File: config.mk
export PLATFORM = sky130hd
export DESIGN_NAME = program_loader
export DESIGN_NICKNAME = d
export VERILOG_FILES = /design/src/rtl/program_loader.sv
export SDC_FILE = /design/constraint.sdc
export NUM_CORES = 1
export LEC_CHECK = 0
export CAP_MARGIN = 15
export CORE_UTILIZATION = 51
export CTS_BUF_LIST = sky130_fd_sc_hd__clkbuf_16
export CTS_CLUSTER_DIAMETER = 40
export DETAILED_ROUTE_END_ITERATION = 8
export PLACE_DENSITY_LB_ADDON = 0.25
export SLEW_MARGIN = 20
export SYNTH_ARGS = -nofsm -noshare
export SYNTH_HDL_FRONTEND = slang
export SYNTH_SLANG_ARGS = --single-unit
File: constraint.sdc
create_clock -name i_clk -period 2.6 [get_ports i_clk]
set_input_delay 0.78 -clock i_clk [delete_from_list [all_inputs] [get_ports i_clk]]
set_output_delay 0.78 -clock i_clk [all_outputs]
set_load 0.02 [all_outputs]
File: src/rtl/program_loader.sv
// Loads BIP1 memory from the UART byte stream: little-endian 16-bit words, auto-incrementing address, stop on HLT or full memory.
// Optional PROGRAM_LOADER_CHECKSUM_EN adds a trailing XOR checksum byte after HLT.
module program_loader #(
  parameter int NB_DATA    = 16,
  parameter int NB_OPERAND = 11,
  parameter int NB_BYTE    = 8
) (
  input  logic                  i_clk,
  input  logic                  i_rst_n,
  input  logic                  i_start,
  input  logic                  i_rx_done,
  input  logic [NB_BYTE-1:0]    i_rx_data,
  output logic                  o_wr_en,
  output logic [NB_OPERAND-1:0] o_wr_addr,
  output logic [NB_DATA-1:0]    o_wr_data,
  output logic                  o_busy,
  output logic                  o_load_done,
  output logic                  o_overflow,
  output logic                  o_chk_err
);

`ifdef PROGRAM_LOADER_CHECKSUM_EN
  typedef enum logic [2:0] {IDLE, LOW, HIGH, WRITE, DONE, CHK} state_t;
  logic [NB_BYTE-1:0] chk_acc;
`else
  typedef enum logic [2:0] {IDLE, LOW, HIGH, WRITE, DONE} state_t;
  assign o_chk_err = 1'b0;
`endif

  state_t                state;
  logic [NB_OPERAND-1:0] addr;
  logic [NB_BYTE-1:0]    low_byte;

  always_ff @(posedge i_clk or negedge i_rst_n) begin
    if (!i_rst_n) begin
      state       <= IDLE;
      addr        <= '0;
      low_byte    <= '0;
      o_wr_en     <= 1'b0;
      o_wr_addr   <= '0;
      o_wr_data   <= '0;
      o_busy      <= 1'b0;
      o_load_done <= 1'b0;
      o_overflow  <= 1'b0;
`ifdef PROGRAM_LOADER_CHECKSUM_EN
      o_chk_err   <= 1'b0;
      chk_acc     <= '0;
`endif
    end else begin
      o_wr_en <= 1'b0;
      case (state)
        IDLE, DONE: begin
          if (i_start) begin
            state       <= LOW;
            addr        <= '0;
            o_busy      <= 1'b1;
            o_load_done <= 1'b0;
            o_overflow  <= 1'b0;
`ifdef PROGRAM_LOADER_CHECKSUM_EN
            o_chk_err   <= 1'b0;
            chk_acc     <= '0;
`endif
          end
        end
        LOW: begin
          if (i_rx_done) begin
            low_byte <= i_rx_data;
`ifdef PROGRAM_LOADER_CHECKSUM_EN
            chk_acc  <= chk_acc ^ i_rx_data;
`endif
            state    <= HIGH;
          end
        end
        HIGH: begin
          // Word is captured straight into the output register so the strobe lands one cycle after the high byte.
          if (i_rx_done) begin
            o_wr_en   <= 1'b1;
            o_wr_addr <= addr;
            o_wr_data <= NB_DATA'({i_rx_data, low_byte});
`ifdef PROGRAM_LOADER_CHECKSUM_EN
            chk_acc   <= chk_acc ^ i_rx_data;
`endif
            state     <= WRITE;
          end
        end
        WRITE: begin
          if (o_wr_data == '0) begin
`ifdef PROGRAM_LOADER_CHECKSUM_EN
            state       <= CHK;
`else
            state       <= DONE;
            o_busy      <= 1'b0;
            o_load_done <= 1'b1;
`endif
          end else if (addr == {NB_OPERAND{1'b1}}) begin
            // Last location filled without HLT: stop rather than wrap onto address 0.
            state       <= DONE;
            o_busy      <= 1'b0;
            o_load_done <= 1'b1;
            o_overflow  <= 1'b1;
          end else begin
            addr  <= addr + 1'b1;
            state <= LOW;
          end
        end
`ifdef PROGRAM_LOADER_CHECKSUM_EN
        CHK: begin
          if (i_rx_done) begin
            o_chk_err   <= (i_rx_data != chk_acc);
            state       <= DONE;
            o_busy      <= 1'b0;
            o_load_done <= 1'b1;
          end
        end
`endif
        default: state <= IDLE;
      endcase
    end
  end

endmodule
== Word level (Yosys, flattened, before mapping) ==
Cells that the tools add are included.
Widths: inputs -> output; s select.

* Add/subtract/negate cells: 1
* Equal/unequal tests: 12
* Muxes and demuxes: 22
* Reduce and logical (&&, ||, !) cells: 10

{| class="wikitable"
|+ Operator list
! kind !! number
|-
| $mux 11 || 3
|-
| $pmux 11 s2 || 1
|-
| $logic_not 16->1 || 1
|-
| $mux 3 || 5
|-
| $ne 2x2->1 const B || 6
|-
| $pmux 3 s4 || 1
|-
| $add 11x1->11 const B || 1
|-
| $eq 11x11->1 const B || 1
|-
| $mux 1 || 9
|-
| $reduce_and 4->1 || 2
|-
| $eq 3x2->1 const B || 2
|-
| $pmux 1 s2 || 3
|-
| $reduce_and 3->1 || 2
|-
| $reduce_and 2->1 || 2
|-
| $eq 3x1->1 const B || 1
|-
| $eq 3x3->1 const B || 1
|-
| $logic_not 3->1 || 1
|-
| $ne 3x3->1 const B || 1
|-
| $reduce_bool 2->1 || 1
|-
| $reduce_or 2->1 || 1
|}

* Bits in registers: 53
* Input bits: 12
* Output and inout port bits: 32
* Word-level logic and storage cells: 54

== Depth between registers and ports, before layout ==
Gate-level depths: netlist (run 1).

* Depth after elaboration: 4
* Mapped depth: 6
* Mapped depth without buffers: 5

== Least setup slack after synthesis (run 1) ==
Ideal clock, no wire load.

* Path type: register -> register
* Start point: register addr[0]
* End point: register addr[7]
* Setup time: 122 ps
* Arrival: 1760 ps
* Data required time: 2478 ps
* Setup slack: 718 ps
* Cell stages (with the launch flop): 7
* Buffers on the path: 1
* Clock period less this slack: 1882 ps
* Cells stage by stage: dfrtp_1 > ha_1 > and4_1 > and4_4 > buf_6 > or4_4 > mux2i_1

* Cells in the longest elaborated chain, start to end: 4
* Elaborated cells between the ends (all ways): 7
* Those cells by class: add/sub (1); eq/ne (2); mux (3); reduce/logical (1)

{| class="wikitable"
|+ RTL lines
! what !! line !! text
|-
| start, declared || 31 || <nowiki>logic [NB_OPERAND-1:0] addr;</nowiki>
|-
| start signal, assigned || 102 || <nowiki>addr <= addr + 1'b1;</nowiki>
|-
| $add 11x1->11 || 102 ||
|-
| $mux 11 || 95 || <nowiki>end else if (addr == {NB_OPERAND{1'b1}}) begin</nowiki>
|-
| $mux 11 || 87 || <nowiki>if (o_wr_data == '0) begin</nowiki>
|-
| $pmux 11 s2 || 51 || <nowiki>case (state)</nowiki>
|}

Several ways; a longest one is shown, not always the timed one. The select of a mux whose other input is x is not followed.
A chain may end at the register's enable or synchronous reset.

== Worst setup path in the final report (run 1) ==
* Start point: input port i_rx_done
* End point: register o_wr_data[3]

* Cells in the longest elaborated chain, start to end: 1

{| class="wikitable"
|+ RTL lines
! what !! line !! text
|-
| start, declared || 11 || <nowiki>input logic i_rx_done,</nowiki>
|-
| $reduce_and 2->1 (no source line) || -- ||
|-
| end signal, assigned || 79 || <nowiki>o_wr_data <= NB_DATA'({i_rx_data, low_byte});</nowiki>
|-
| end, declared || 15 || <nowiki>output logic [NB_DATA-1:0] o_wr_data,</nowiki>
|}

Every way passes these cells.

==> results.json, run 1 <==
{
  "fillers": 317,
  "async_flop_share": 1.00,
  "clockRootBuffer": "clkbuf_16",
  "path_clk_slew_ns": 0.06,
  "synthTopCellsByCount": "dfrtp_1, mux2_2, nand2_1",
  "path_depth": 4,
  "synth_nets": 186,
  "crit_start": "i_rx_done",
  "fin_crit_ns": 2.10,
  "fmax_ghz": 0.477,
  "hold_class": "reg -> reg",
  "r2r-end": "addr[10]",
  "syn_to_final_growth_pct": 26.8,
  "antenna_found_initial": 0,
  "cap_violations": 0,
  "status": "finished clean",
  "fin_setup_tns_ns": 0,
  "drt_first_pass_iters": 4,
  "startpoint_type": "input pin",
  "worstSetupPathType": "in -> reg",
  "place_congestion": 0.860,
  "cts.path.max_buffers": 2,
  "fp.dieArea_sq_um": 4730,
  "path_cells": "clkdlybuf4s50_1 > nor4bb_4 > buf_4 > mux2_2",
  "fin_skew_ns": 0.00289,
  "ys.flop_type": "dfrtp_1",
  "syn_area_per_cell_sq_um": 13.2,
  "via_per_inst": 5.89,
  "drv_slew": 0,
  "synth.distinct_cells": 37,
  "synth_top_area_frac": 0.583,
  "period_share": 0.807,
  "final_util": 0.696,
  "worstMarginPinSlew_ns": 0.662,
  "wire_per_inst_um": 17.0,
  "port_buffers": 42,
  "wl_um": 4580,
  "cts_sinks": 53,
  "synthCells": 173,
  "finalHoldViolCount": 0,
  "rrSetupSlack_ns": 0.62,
  "first_global_vias": 1614,
  "leakage_uw": 0.00130,
  "cp_max_fo": 17,
  "initial_core_util": 0.549,
  "stdcell_area_sq_um": 2890,
  "cts_tree": "yes",
  "vias": 1584,
  "syn_area_sq_um": 2280,
  "dp_hpwl_um": 3210,
  "endpoint_kind": "register",
  "max_slew_margin": 0.555,
  "grt_usage": 0.223,
  "ys_warn_count": 0,
  "setup_viol": 0,
  "ir_drop_mv": 0.611,
  "drt_iter0_drc": 86,
  "yosysMostFrequentCell": "dfrtp_1",
  "drc": 0,
  "cp-endpoint": "o_wr_data[3]",
  "chipWidth_um": 68.8,
  "ant_nets": 0,
  "reg2reg_from": "o_wr_data[1]",
  "synth_area_leaders": "dfrtp_1, mux2_2, mux2i_1",
  "worst-path-buf-inv": 2,
  "grt_pass1_wl_um": 7560,
  "rows": 23,
  "clkLatencyLatePin_ns": 0.28,
  "cts_htree_levels": 2,
  "cpPeakStageDelay_ns": 0.54,
  "dpl_cell_area_sq_um": 2750,
  "worstPathArrival_ns": 2.27,
  "post_cts_resized": 0,
  "synth-seq-cells": 53,
  "power_density_nw_per_um2": 1040,
  "crit_family": "buffers and inverters",
  "cts_setup_buffers": 0,
  "required_ns": 2.77,
  "drive_gt1_frac": 0.237,
  "antenna-diode-count": 0,
  "synth_largest_area_cell": "dfrtp_1",
  "gr-total-overflow": 0,
  "grt_max_degree": 54,
  "ff2ff_path_depth": 4,
  "ys_seq_area_frac": 0.583,
  "cts_hold_buffers": 0,
  "numCtsBuffers": 5,
  "core-area_sq_um": 4140,
  "layout.nets": 232,
  "rsz0062_at_grt": "false",
  "die_y_um": 68.8,
  "io_pins": 44,
  "slowest_stage": "clkdlybuf4s50_1",
  "synth_edf_count": 0
}
-- metal layers --
| metal | vias up | GRT usage | wire length [um] |
|---|---|---|---|
| met3 | 7 | 0.0576 | 256 |
| li1 | 728 | - | - |
| met2 | 54 | 0.382 | 2420 |
| met4 | 0 | 0.0842 | 60 |
| met1 | 795 | 0.269 | 1840 |
| met5 | - | 0 | 0 |
-- where the power goes --
| group | internal (uW) | switching, uW | leakage [uW] |
|---|---|---|---|
| combinational | 583 | 525 | 0.000554 |
| sequential | 1080 | 211 | 0.000678 |
| clock | 344 | 259 | 0.0000685 |
| total | 2010 | 995 | 0.00130 |
-- cells by family (layout without fill, tap and decap cells) --
family	count (synthesis)	count (layout)	share of synthesized area
flops	53	53	0.583
other cells	1	1	0.00165
buf+inv	8	54	0.0236
fa+ha+maj	1	1	0.00550
simple gates	52	52	0.133
mux	41	41	0.200
compound gates	17	17	0.0539
-- registers in the layout (all words and copies together) (netlist names) --
signal and count:
o_load_done 1, o_overflow 1, low_byte 8, o_busy 1, o_wr_data 16, o_wr_en 1, o_wr_addr 11, addr 11
state 3
-- layout make-up --
cell class	instances	area [sq um]	share of cell area
well taps	50	62.6	0.0217
clock buffers	5	125	0.0434
repair buffers	47	453	0.157
clock inverters	2	7.51	0.00260
flip-flops and latches	53	1330	0.460
multi-input cells	112	911	0.316
-- how the worst min path moves through the flow --
stage                            from          end  slack (ns)  depth (start not counted)
after floorplan              state[2]     state[1]        0.46                          1
after global placement    o_load_done  o_load_done        0.47                          1
after detailed placement  o_load_done  o_load_done        0.47                          1
after CTS                 o_load_done  o_load_done        0.48                          1
after global routing      o_load_done  o_load_done        0.52                          1
final                     o_load_done  o_load_done        0.48                          1
-- cell usage in the layout, fill, tap and decap left out, types with 4 or more instances in the layout --
master	n
nand4_1	6
nor2_1	8
nor4_1	4
buf_4	5
nand3_1	5
clkbuf_16	5
a21oi_1	5
mux2_2	35
dfrtp_1	53
clkdlybuf4s50_1	41
mux2i_1	6
nand2_1	10
-- stage by stage --
step / hold slack (ns) / cells / setup WS (ns) / power, uW
floorplan: 0.460 / 173 / 0.718 / 1890
finish: 0.477 / 269 / 0.503 / 3000
global route: 0.525 / 269 / 0.416 / 3160
global placement: 0.470 / 262 / 0.267 / 2350
detailed placement: 0.471 / 262 / 0.195 / 2410
CTS: 0.480 / 269 / 0.492 / 3040
(Power assumes the default switching activity.)
==> run 2: changes to the inputs <==
Settings changed: CORE_UTILIZATION 51 to 46.
Clock period 2.6 ns to 1.7 ns, I/O delays scaled along.
==> run 2 against run 1 <==
Sequential share of layout area decreased by 6.0 points. Highest routed layer unchanged. Flip-flop and latch count unchanged. Critical path depth increased by 1. Critical path type is now reg -> reg. Clock skew increased by 0.0065 ns. Cell area increased by 15%. Non-clock buffer count increased by 30.
==> results.json, run 2 (synthesized netlist as in run 1, its figures left out) <==
{
  "status": "finished clean",
  "drt_first_pass_iters": 4,
  "fp.dieArea_sq_um": 5230,
  "io_pins": 44,
  "ff2ff_path_depth": 5,
  "core-area_sq_um": 4750,
  "fin_skew_ns": 0.00935,
  "hold_class": "in -> async",
  "fin_crit_ns": 1.68,
  "fin_total_pwr_uw": 5180,
  "path_clk_slew_ns": 0.06,
  "setup_viol": 0,
  "port_buffers": 42,
  "rsz0062_at_grt": "true",
  "p_int_uw": 3450,
  "max_slew_margin": 0.643,
  "ant_nets": 0,
  "cts_htree_levels": 2,
  "antenna-diode-count": 0,
  "final_common_cell": "dfrtp_1",
  "endpoint_kind": "register",
  "grt_max_degree": 25,
  "startpoint_type": "register",
  "rows": 25,
  "gr-total-overflow": 0,
  "grt_usage": 0.230,
  "pwr-share-clk": 0.216,
  "layout.nets": 262,
  "fmax_ghz": 0.595,
  "wire_per_inst_um": 17.1,
  "place_congestion": 0.877,
  "grt_pass1_wl_um": 8960,
  "worstSetupPathType": "reg -> reg",
  "wl_um": 5420,
  "drt_iter0_drc": 141,
  "cts_tree": "yes",
  "required_ns": 1.88,
  "dpl_cell_area_sq_um": 2990,
  "largest_registers": "o_wr_data (16), addr (11), o_wr_addr (11)",
  "rrSetupSlack_ns": 0.02,
  "stdcell_area_sq_um": 3320,
  "clkLatencyLatePin_ns": 0.29,
  "largest-register": "o_wr_data",
  "seq_power_share": 0.382,
  "dp_cells": 304,
  "worstMarginPinSlew_ns": 0.536,
  "initial_core_util": 0.479,
  "drive_gt1_frac": 0.376,
  "largest_reg_flops": 16,
  "finalHoldViolCount": 0,
  "vias": 1751,
  "net-switching-power_uw": 1730,
  "final_util": 0.698,
  "ir_drop_mv": 0.993,
  "worstPathArrival_ns": 1.86,
  "antenna_found_initial": 0,
  "fillers": 353,
  "leakage_uw": 0.00161,
  "cts_sinks": 53,
  "die_y_um": 72.3,
  "via_per_inst": 5.52,
  "cp_max_fo": 14,
  "period_share": 0.988,
  "p_comb_frac": 0.403,
  "power_density_nw_per_um2": 1560,
  "switching_share": 0.334,
  "drc": 0,
  "cap_violations": 0,
  "numCtsBuffers": 5,
  "most-common-layout-cells": "dfrtp_1, dlygate4sd2_1, mux2_2, buf_4",
  "clockRootBuffer": "clkbuf_16",
  "worst_hold_slack_ns": 0.197,
  "finalNonFillerCells": 317,
  "first_global_vias": 1894,
  "cts.path.max_buffers": 2,
  "drv_slew": 0,
  "chipWidth_um": 72.3,
  "syn_to_final_growth_pct": 45.9,
  "dp_hpwl_um": 3560
}
-- run 2: cell types whose count changed in the layout (fill, tap and decap cells not counted), moves of 3 or more --
cell             before  now
clkdlybuf4s50_1      41    9
dlygate4sd2_1         0   32
buf_4                 5   28
mux2_2               35   28
mux2_4                0    7
nor4_1                4    0
buf_6                 0    3
-- run 2: critical path, stage by stage, from the launching register on --
cell	delay [ns]
dfrtp_1	0.38
buf_6	0.13
nor4bb_4	0.26
buf_4	0.17
bufbuf_16	0.29
mux2_2	0.33
-- run 2: through the flow --
step | TNS [ns] | setup slack, ns
3_5_place_dp | -13.83 | -0.363
6_report | 0 | 0.0199
4_1_cts | 0 | 0.000835
5_1_grt | -1.28 | -0.0760
2_1_floorplan | -0.0208 | -0.0208
3_3_place_gp | -11.56 | -0.287
-- run 2: per-layer routing --
layer / vias up / global-route usage / part of all wire
met1: 871 / 0.259 / 0.40
li1: 799 / - / -
met5: - / 0 / 0
met4: 0 / 0.131 / 0.036
met2: 62 / 0.398 / 0.52
met3: 19 / 0.0569 / 0.042
-- run 2: repair_timing --
item	CTS	global route
resized for setup	36	20
pin swaps	1	2
hold buffers	0	0
setup buffers	2	1
cloned	2	0
endpoints found under the setup margin	65	33
-- run 2: final timing paths --
kind	start	to
max	state[2]	o_wr_addr[8]
min	i_rst_n	o_wr_addr[3]
max in group asynchronous	i_rst_n	addr[9]
min in group i_clk	o_load_done	o_load_done
min reg2reg	o_load_done	o_load_done
max reg2reg	state[2]	o_wr_addr[8]
-- run 2: area by class of cell --
type / count / area (sq um) / area share
Multi-Input combinational cell: 112 / 1020 / 0.307
Clock buffer: 5 / 125 / 0.0377
Clock inverter: 3 / 41.3 / 0.0124
Timing Repair Buffer: 77 / 724 / 0.218
Sequential cell: 53 / 1330 / 0.399
Tap cell: 67 / 83.8 / 0.0252
-- run 2: power by group through the flow --
stage / combinational [uW] / clock (uW) / sequential, uW
5_1_grt: 2230 / 1190 / 2030
4_1_cts: 1950 / 1140 / 1930
3_5_place_dp: 2000 / 0 / 1930
2_1_floorplan: 706 / 0 / 2190
3_3_place_gp: 1940 / 0 / 1900
6_report: 2090 / 1120 / 1980
==> run 3: changes to the inputs <==
Settings changed: CORE_UTILIZATION 46 to 48, CTS_BUF_LIST sky130_fd_sc_hd__clkbuf_16 to sky130_fd_sc_hd__clkbuf_2, CTS_CLUSTER_SIZE from default to 25.
==> run 3 against run 2 <==
Sequential power is essentially flat. First-iteration DRC count is 46% lower. Via count stayed put. Clock skew rose by 0.0065 ns. Critical path type unchanged. Routed wire length fell by 1.8%. Clock power decreased by 58%. Sequential share of layout area up 3.9 points. The flow now finishes with violations (design-rule violations, negative setup slack). Utilization down 1.7 points.
==> results.json, run 3 (synthesized netlist as in run 1, its figures left out) <==
{
  "fin_skew_ns": 0.0158,
  "most-common-layout-cells": "dfrtp_1, mux2_2, buf_4",
  "reg2reg_from": "o_wr_data[7]",
  "finalHoldViolCount": 0,
  "layout_setup_ws_ns": -0.00829,
  "grt_max_degree": 54,
  "switching_share": 0.381,
  "drv_slew": 0,
  "rsz0062_at_grt": "true",
  "seq_power_share": 0.449,
  "worst-path-buf-inv": 1,
  "fin_crit_ns": 1.71,
  "startpoint_type": "register",
  "cts_htree_levels": 2,
  "grt_usage": 0.220,
  "cap_violations": 0,
  "path_cells": "nor4_4 > buf_4 > a41oi_4 > nand4_1 > mux2i_1",
  "setup_viol": 1,
  "drive_gt1_frac": 0.504,
  "wire_per_inst_um": 17.5,
  "crit_start": "o_wr_data[7]",
  "ir_drop_mv": 0.876,
  "chipWidth_um": 70.9,
  "largest_registers": "o_wr_data (16), addr (11), o_wr_addr (11)",
  "via_per_inst": 5.76,
  "worstSetupPathType": "reg -> reg",
  "largest-register": "o_wr_data",
  "initial_core_util": 0.512,
  "cts_tree": "yes",
  "fp.dieArea_sq_um": 5020,
  "numCtsBuffers": 5,
  "fillers": 326,
  "cp_max_fo": 10,
  "pwr-share-clk": 0.106,
  "leakage_uw": 0.00146,
  "port_buffers": 42,
  "drt_iter0_drc": 76,
  "final_util": 0.681,
  "dp_hpwl_um": 3480,
  "rows": 24,
  "hold_class": "reg -> reg",
  "power_density_nw_per_um2": 1470,
  "ant_nets": 0,
  "hp-start": "o_load_done",
  "worstPathArrival_ns": 2.07,
  "syn_to_final_growth_pct": 33.0,
  "cts_sinks": 53,
  "layout.nets": 264,
  "fin_total_pwr_uw": 4440,
  "drc": 10,
  "gr-total-overflow": 0,
  "period_share": 1.00,
  "place_congestion": 0.867,
  "violations": "design-rule violations, negative setup slack",
  "vias": 1751,
  "clkLatencyLatePin_ns": 0.44,
  "status": "complete, but fails checks",
  "crit_family": "simple AND/OR/NAND/NOR gates",
  "cts.path.max_buffers": 2,
  "endpoint_kind": "register",
  "antenna_found_initial": 0,
  "clockRootBuffer": "clkbuf_2",
  "wl_um": 5320,
  "largest_reg_flops": 16,
  "required_ns": 2.07,
  "cpPeakStageDelay_ns": 0.48,
  "io_pins": 44,
  "p_comb_frac": 0.445,
  "slowest_stage": "dfrtp_1",
  "drt_first_pass_iters": 6,
  "grt_pass1_wl_um": 8480,
  "antenna-diode-count": 0,
  "first_global_vias": 1747,
  "path_clk_slew_ns": 0.25,
  "die_y_um": 70.9,
  "dpl_cell_area_sq_um": 2940,
  "net-switching-power_uw": 1700,
  "core-area_sq_um": 4440,
  "fmax_ghz": 0.585,
  "stdcell_area_sq_um": 3030,
  "final_common_cell": "dfrtp_1",
  "dpl_worst_slack_ns": -0.309,
  "p_int_uw": 2750
}
run 3: cell types whose count changed in the layout (fill, tap and decap cells not counted), moves of 2 or more:
cell / previous run / this run
a21oi_2: 0 / 2
clkbuf_2: 0 / 19
nor4_2: 2 / 0
bufbuf_16: 2 / 0
mux2_2: 28 / 35
clkbuf_16: 5 / 0
buf_2: 1 / 15
dlygate4sd2_1: 32 / 0
a21oi_1: 5 / 3
buf_4: 28 / 32
mux2_4: 7 / 0
run 3: final cells by class:
type                    count  area [sq um]  area share
clock buffers               5          25.0     0.00827
clock inverters             3          12.5     0.00413
well taps                  52          65.1      0.0215
flip-flops and latches     53          1330       0.439
multi-input cells         112          1010       0.332
repair buffers             79           591       0.195
run 3: power groups by stage:
stage	sequential (uW)	clock [uW]	combinational, uW
finish	2000	470	1980
global route	2050	534	2090
detailed placement	1960	0	1930
floorplan	2190	0	706
CTS	1950	484	1970
global placement	1910	0	1870
run 3: path summary, 6_finish.rpt:
kind | end | slack [ns] | cells after the start
setup / recovery | addr[8] | -0.008 | 5
hold / removal | o_load_done | 0.52 | 1
setup reg to reg | addr[8] | -0.008 | 5
hold reg to reg | o_load_done | 0.52 | 1
max in group asynchronous | o_wr_data[5] | 0.91 | 3
min in group asynchronous | addr[10] | 0.56 | 3
run 3: routing by layer:
layer | vias up | track usage | wire, um
li1 | 796 | - | -
met1 | 894 | 0.305 | 2360
met2 | 54 | 0.351 | 2640
met3 | 7 | 0.0328 | 266
met4 | 0 | 0.0844 | 57
met5 | - | 0 | 0
run 3: stage by stage:
| step | hold slack [ns] | setup TNS, ns | std cells |
|---|---|---|---|
| after floorplan | 0.214 | -0.0208 | 173 |
| after global placement | 0.470 | -10.60 | 285 |
| after CTS | 0.524 | -0.0271 | 299 |
| after global routing | 0.545 | -0.312 | 304 |
| final | 0.522 | -0.00829 | 304 |
| after detailed placement | 0.465 | -12.48 | 285 |
run 3: repair_timing:
action                                 4_1_cts  5_1_grt
setup buffers                                5        5
setup endpoints to repair                   46       41
pin swaps                                    0        5
hold buffers                                 1        0
endpoints found under the hold margin       13        0
resized for setup                           91       39
